<file path="config.mk">
export PLATFORM = sky130hd
export DESIGN_NAME = instruction_decoder
export DESIGN_NICKNAME = d
export VERILOG_FILES = /design/src/rtl/instruction_decoder.sv
export SDC_FILE = /design/constraint.sdc
export NUM_CORES = 1
export LEC_CHECK = 0
export ABC_AREA = 1
export CAP_MARGIN = 20
export CORE_MARGIN = 2
export CORE_UTILIZATION = 51
export DETAILED_ROUTE_END_ITERATION = 12
export HOLD_SLACK_MARGIN = 0.08
export PLACE_DENSITY_LB_ADDON = 0.2
export SLEW_MARGIN = 10
export SYNTH_ARGS = -nofsm -noshare
export SYNTH_HDL_FRONTEND = slang
export SYNTH_SLANG_ARGS = --single-unit
</file>
<file path="constraint.sdc">
create_clock -name clk -period 4.13 [get_ports clk]
set_input_delay 1.239 -clock clk [delete_from_list [all_inputs] [get_ports clk]]
set_output_delay 1.239 -clock clk [all_outputs]
set_load 0.03 [all_outputs]
</file>
<file path="src/rtl/instruction_decoder.sv">
// Execution stage behind instruction fetch: latches one opcode/operand word per
// start/ready handshake and runs it against an 8-bit accumulator with zero/carry flags.
module instruction_decoder #(
    parameter int BYTE     = 8,
    parameter int WIDTH_IN = 16
) (
    input  logic                clk,
    input  logic                reset,
    input  logic                start,
    input  logic [WIDTH_IN-1:0] instruction,
    output logic                ready,
    output logic [BYTE-1:0]     acc,
    output logic                zero,
    output logic                carry,
    output logic                halted,
    output logic                illegal,
    output logic [7:0]          instr_count
);

    localparam logic [BYTE-1:0] OP_NOP  = 8'h00;
    localparam logic [BYTE-1:0] OP_LDI  = 8'h01;
    localparam logic [BYTE-1:0] OP_ADD  = 8'h02;
    localparam logic [BYTE-1:0] OP_SUB  = 8'h03;
    localparam logic [BYTE-1:0] OP_AND  = 8'h04;
    localparam logic [BYTE-1:0] OP_OR   = 8'h05;
    localparam logic [BYTE-1:0] OP_XOR  = 8'h06;
    localparam logic [BYTE-1:0] OP_SHL  = 8'h07;
    localparam logic [BYTE-1:0] OP_HALT = 8'hFF;

    typedef enum logic [2:0] {IDLE, DECODE, EXECUTE, SHIFT, HALT} state_t;

    state_t          state, state_nxt;
    logic [BYTE-1:0] opcode, operand;
    logic [2:0]      shift_cnt;
    logic [BYTE:0]   sum, diff;

    assign ready = (state == IDLE);
    assign sum   = {1'b0, acc} + {1'b0, operand};
    // diff[BYTE] is the borrow out, i.e. acc < operand
    assign diff  = {1'b0, acc} - {1'b0, operand};

    always_comb begin
        state_nxt = state;
        case (state)
            IDLE:    if (start) state_nxt = DECODE;
            DECODE: begin
                if (opcode == OP_SHL && operand[2:0] != 3'd0) state_nxt = SHIFT;
                else if (opcode == OP_HALT)                    state_nxt = HALT;
                else                                           state_nxt = EXECUTE;
            end
            EXECUTE: state_nxt = IDLE;
            SHIFT:   if (shift_cnt == 3'd1) state_nxt = IDLE;
            HALT:    state_nxt = HALT;
            default: state_nxt = IDLE;
        endcase
    end

    always_ff @(posedge clk) begin
        if (reset) begin
            state       <= IDLE;
            opcode      <= '0;
            operand     <= '0;
            shift_cnt   <= '0;
            acc         <= '0;
            zero        <= 1'b0;
            carry       <= 1'b0;
            halted      <= 1'b0;
            illegal     <= 1'b0;
            instr_count <= '0;
        end else begin
            state <= state_nxt;
            case (state)
                IDLE: begin
                    if (start) begin
                        opcode  <= instruction[WIDTH_IN-1:BYTE];
                        operand <= instruction[BYTE-1:0];
                    end
                end
                DECODE: begin
                    shift_cnt <= operand[2:0];
                    if (opcode == OP_HALT) begin
                        halted      <= 1'b1;
                        instr_count <= instr_count + 8'd1;
                    end
                end
                EXECUTE: begin
                    instr_count <= instr_count + 8'd1;
                    case (opcode)
                        OP_NOP: ;
                        OP_LDI: begin acc <= operand; zero <= (operand == '0); end
                        OP_ADD: begin
                            acc   <= sum[BYTE-1:0];
                            carry <= sum[BYTE];
                            zero  <= (sum[BYTE-1:0] == '0);
                        end
                        OP_SUB: begin
                            acc   <= diff[BYTE-1:0];
                            carry <= diff[BYTE];
                            zero  <= (diff[BYTE-1:0] == '0);
                        end
                        OP_AND: begin acc <= acc & operand; zero <= ((acc & operand) == '0); end
                        OP_OR:  begin acc <= acc | operand; zero <= ((acc | operand) == '0); end
                        OP_XOR: begin acc <= acc ^ operand; zero <= ((acc ^ operand) == '0); end
                        // only a zero-count shift lands here; acc and carry stay put
                        OP_SHL: zero <= (acc == '0);
                        default: illegal <= 1'b1;
                    endcase
                end
                SHIFT: begin
                    carry     <= acc[BYTE-1];
                    acc       <= {acc[BYTE-2:0], 1'b0};
                    shift_cnt <= shift_cnt - 3'd1;
                    if (shift_cnt == 3'd1) begin
                        zero        <= (acc[BYTE-2:0] == '0);
                        instr_count <= instr_count + 8'd1;
                    end
                end
                default: ;
            endcase
        end
    end

endmodule

</file>
==> flow_results.org <==
** Power
- Overall power consumption after layout is estimated at 1.028 mW.
- Leakage power of the design :: 1.663 nW
- Reg power frac :: 43.5%
- Per report_power, the clock group accounts for 25.0% of the total.
- In this run the power spent charging and discharging nets is 376.5 uW.
- Cell-internal power :: 652.0 uW
- Power per cell area :: 268.0 mW/mm^2
- IR Drop Worst-Case VDD :: 0.2560 mV
- Per report_power, the combinational group accounts for 31.5% of the total.
- Net switching is 36.61% of the power.

** Timing
- Total Negative Setup Slacks :: 0 ns
- Pins Over Slew Limit :: 0
- Setup repair after global routing left no endpoint under its margin.
- For the pin with the worst max-slew slack, the measured transition is 0.9045 ns.
- Ratio of final minimum period to clock period :: 71.39%
- Count of final setup violators :: 0
- Shortest clock period the worst path allows after layout :: 2.949 ns
- The worst pin sits at a relative slew slack of 39.56%.
- The final number of hold-violating endpoints is 0.
- Smallest hold slack :: 0.4632 ns
- Achievable frequency :: 339.2 MHz
- Clock skew on the completed layout was measured at 0.005860 ns.

** Layout
- Count of nets after finishing :: 582
- Number of diodes added for antenna fixing :: 0
- Of the cells placed in the final design, the portion with a size suffix greater than 1 is 6.929%.
- Share of the core filled with cells :: 60.78%
- In the layout the commonest cells are sky130_fd_sc_hd__nand2_1, sky130_fd_sc_hd__inv_1, sky130_fd_sc_hd__a21oi_1.
- Compared with the post-synthesis result, the final layout area differs by 15.74%.
- Area of all placed cells without fillers :: 0.003837 mm^2
- Leaving out fill and tap cells, the most frequent cell in the layout is sky130_fd_sc_hd__nand2_1.

** Clock network
- Clock latency on the worst-skew pair :: 0.30 ns
- Total clock buffers created by CTS :: 5
- H-tree depth reported by CTS :: 2
- The root buffer cell chosen for the clock tree is sky130_fd_sc_hd__clkbuf_8.
- Clock tree synthesis found a total of 42 sinks.
- Quantity of gates resized following cts :: 0
- Maximum buffer depth of the clock tree :: 2
- In this run the post-CTS setup repair buffer count came out at 0.
- Clock transition at path regs :: 0.08 ns
- Hold-fix buffers, CTS :: 0
- Clock tree from TritonCTS :: done

** Critical path
- Endpoint kind of the worst setup timing path :: output port
- In this run the critical register-to-register path is captured at zero.
- CP cell instances :: nor3_1 > clkdlybuf4s50_1
- The number of cells on the worst reg-to-reg path is 14.
- The largest single stage delay on the critical path is 0.73 ns.
- By startpoint and endpoint, the worst setup path is classified as register to output port.
- The worst register-to-register path begins at acc[2].
- STA classifies the critical path startpoint as a register.
- For this design, the slowest cell found on the critical path is sky130_fd_sc_hd__clkdlybuf4s50_1.
- Along the worst path, the maximum fanout reaches 5.
- STA puts the critical path data arrival time at 1.71 ns.
- Worst path buffer plus inverter count :: 1
- Among cell families on the critical path, the largest total delay comes from buffers and inverters.
- Setup slack of the worst register-to-register path :: 1.67 ns
- STA puts the critical path data required time at 2.89 ns.

** Placement
- Placed wire-length estimate after detailed placement :: 7.252 mm
- GPL Wtd Cong :: 0.9770
- Number of port buffers :: 39
- Instance area after placement :: 0.003759 mm^2

** Global route
- Total grt overflow :: 0
- Met2 usage in global routing :: 40.73%
- Global routing used 3.933% of the available met3 tracks.
- The global routing stage identified its most utilized layer as met2.
- In the global route stage, overall resource usage came out at 26.07%.
- Via count of the first global-routing pass :: 3078
- For this run, global-route usage on met1 was measured as 37.56%.
- Wire length of the first global-routing pass :: 15.06 mm
- The initial antenna violation count came to 0.
- Entering global routing, the biggest net connects 34 pins.

** Routing
- Dividing the detail-routed wire length by the instance count gives 15.15 um.
- In the routed design, unresolved DRC markers number 0.
- After the first detailed-routing iteration, the DRC count stood at 330.
- Final wirelength :: 9.258 mm
- First-pass DRT Iterations :: 5
- Once detail routing completed, the nets flagged for antenna violations numbered 0.
- Via count of the routed design :: 3506
- Detail-routed via count per cell :: 5.738

** Synthesis
- Synthesis warning total :: 0
- In this run, synthesis produced a sequential element count of 42.
- Number of distinct standard cells referenced by the synthesized netlist :: 41
- Post-synthesis instance area :: 0.003316 mm^2
- Sequential-to-total area share from yosys stat :: 25.36%
- Synthesis produced a netlist whose cell count is 499.
- Mean instance size in the synthesized netlist :: 6.645 um^2
- Synthesis produced a netlist with a net count of 547.

** Status
- Outcome :: completed

** Hold path
- In this run the most critical hold path is launched from illegal.
- Number of stages on the worst hold path :: 2
- Worst hold path type :: register to register
- The worst hold path terminates at illegal.

** Floorplanning
- In this run the vertical extent of the chip is 84.63 um.
- Die area :: 0.007162 mm^2
- The floorplan has 29 rows.
- After floorplanning, the core was sized to cover 0.006314 mm^2.
- Initial Util :: 52.52%
- Horizontal die dimension :: 84.63 um
- 40 I/O pins were placed.

** Run
- Count of max-cap constraint violations :: 0
-- worst register-to-register path: stages (launching register included) --
cell and delay, ns:
sky130_fd_sc_hd__dfxtp_1 0.46, sky130_fd_sc_hd__inv_1 0.12, sky130_fd_sc_hd__ha_1 0.48, sky130_fd_sc_hd__inv_1 0.15, sky130_fd_sc_hd__a21oi_1 0.19, sky130_fd_sc_hd__nand2_1 0.16, sky130_fd_sc_hd__a21oi_1 0.19, sky130_fd_sc_hd__nand2_1 0.09
sky130_fd_sc_hd__nand2_1 0.08, sky130_fd_sc_hd__nand3_1 0.11, sky130_fd_sc_hd__nand2_1 0.09, sky130_fd_sc_hd__nand2_1 0.07, sky130_fd_sc_hd__nand2_1 0.06, sky130_fd_sc_hd__nand2_1 0.05, sky130_fd_sc_hd__a21oi_1 0.11
-- metal layers --
layer,wire length (um),up-vias
met5,0,-
met4,165,0
met3,724,15
met2,4133,163
met1,4234,1598
li1,-,1730
-- kinds of logic after synthesis --
group	synth area share, %
adder cells (fa/ha/maj)	11.40
flip-flops	25.36
XOR/XNOR	0.5284
AO/OA/AOI/OAI	20.49
buffers and inverters	10.08
AND/OR/NAND/NOR	32.15
-- how the worst max path moves through the flow --
| stage | startpoint | endpoint | cells past startpoint |
|---|---|---|---|
| 5_1_grt | state[2] | ready | 2 |
| 6_report | state[2] | ready | 2 |
| 2_1_floorplan | state[2] | ready | 1 |
| 3_3_place_gp | start | operand[4] | 4 |
| 3_5_place_dp | start | operand[7] | 4 |
| 4_1_cts | state[2] | ready | 2 |
-- stage by stage --
step                      cells  setup WS [ns]
after floorplan             499          1.767
after global placement      604          1.364
after detailed placement    604          1.283
after CTS                   611          1.193
after global routing        611          1.144
final                       611          1.182
-- area by class of cell --
type	instances	area [um^2]
fill	614	2476
multi-input combinational	371	2141
sequential	42	840.8
timing repair buffer	40	397.9
inverter	74	282.8
tap	77	96.34
clock buffer	5	68.82
clock inverter	2	10.01
-- registers in the layout, summed over array words and instances (netlist names) --
name	flops
acc	8
instr_count	8
opcode	8
operand	8
shift_cnt	3
state	3
carry	1
halted	1
illegal	1
zero	1
-- synth_stat cells --
cell type | count | area share (%)
sky130_fd_sc_hd__nor4_1 | 2 | 0.38
sky130_fd_sc_hd__a21boi_0 | 1 | 0.23
sky130_fd_sc_hd__o21ai_4 | 1 | 0.49
sky130_fd_sc_hd__nor2_1 | 43 | 4.9
sky130_fd_sc_hd__a31o_2 | 1 | 0.26
sky130_fd_sc_hd__o21ai_1 | 4 | 0.60
sky130_fd_sc_hd__buf_2 | 5 | 0.75
sky130_fd_sc_hd__o2111ai_1 | 1 | 0.26
sky130_fd_sc_hd__nand4_1 | 13 | 2.5
sky130_fd_sc_hd__o31ai_1 | 1 | 0.23
sky130_fd_sc_hd__nor3_2 | 2 | 0.60
sky130_fd_sc_hd__xnor2_1 | 2 | 0.53
sky130_fd_sc_hd__nor2_2 | 3 | 0.57
sky130_fd_sc_hd__nand2_2 | 4 | 0.75
sky130_fd_sc_hd__o21ai_0 | 26 | 3.9
sky130_fd_sc_hd__o221ai_1 | 1 | 0.26
sky130_fd_sc_hd__nor2_8 | 3 | 1.8
sky130_fd_sc_hd__inv_1 | 66 | 7.5
sky130_fd_sc_hd__a211oi_1 | 1 | 0.23
sky130_fd_sc_hd__a21oi_4 | 1 | 0.49
sky130_fd_sc_hd__o211ai_1 | 5 | 1.1
sky130_fd_sc_hd__nand3_1 | 32 | 4.8
sky130_fd_sc_hd__and3_1 | 1 | 0.19
sky130_fd_sc_hd__nand2_8 | 1 | 0.60
sky130_fd_sc_hd__a22oi_1 | 9 | 2.0
sky130_fd_sc_hd__o22ai_4 | 1 | 0.60
sky130_fd_sc_hd__nand2_1 | 106 | 12
sky130_fd_sc_hd__o22ai_1 | 8 | 1.5
sky130_fd_sc_hd__ha_1 | 27 | 10
sky130_fd_sc_hd__a21oi_1 | 53 | 8.0
sky130_fd_sc_hd__fa_1 | 2 | 1.2
sky130_fd_sc_hd__dfxtp_1 | 42 | 25
sky130_fd_sc_hd__nand2_4 | 2 | 0.68
sky130_fd_sc_hd__inv_2 | 6 | 0.68
sky130_fd_sc_hd__clkbuf_1 | 7 | 0.79
sky130_fd_sc_hd__or2_4 | 1 | 0.26
sky130_fd_sc_hd__o21bai_1 | 1 | 0.23
sky130_fd_sc_hd__nor2_4 | 1 | 0.34
sky130_fd_sc_hd__nor3_1 | 9 | 1.4
sky130_fd_sc_hd__inv_4 | 2 | 0.38
sky130_fd_sc_hd__nand3b_1 | 2 | 0.45
-- power groups by stage --
stage | Clock [mW] | Combinational, mW | Sequential, mW
6_report | 0.258 | 0.324 | 0.447
5_1_grt | 0.270 | 0.359 | 0.451
3_3_place_gp | 0 | 0.314 | 0.456
2_1_floorplan | 0 | 0.227 | 0.458
4_1_cts | 0.258 | 0.318 | 0.447
3_5_place_dp | 0 | 0.317 | 0.456
Power figures use the tool's default switching activity.
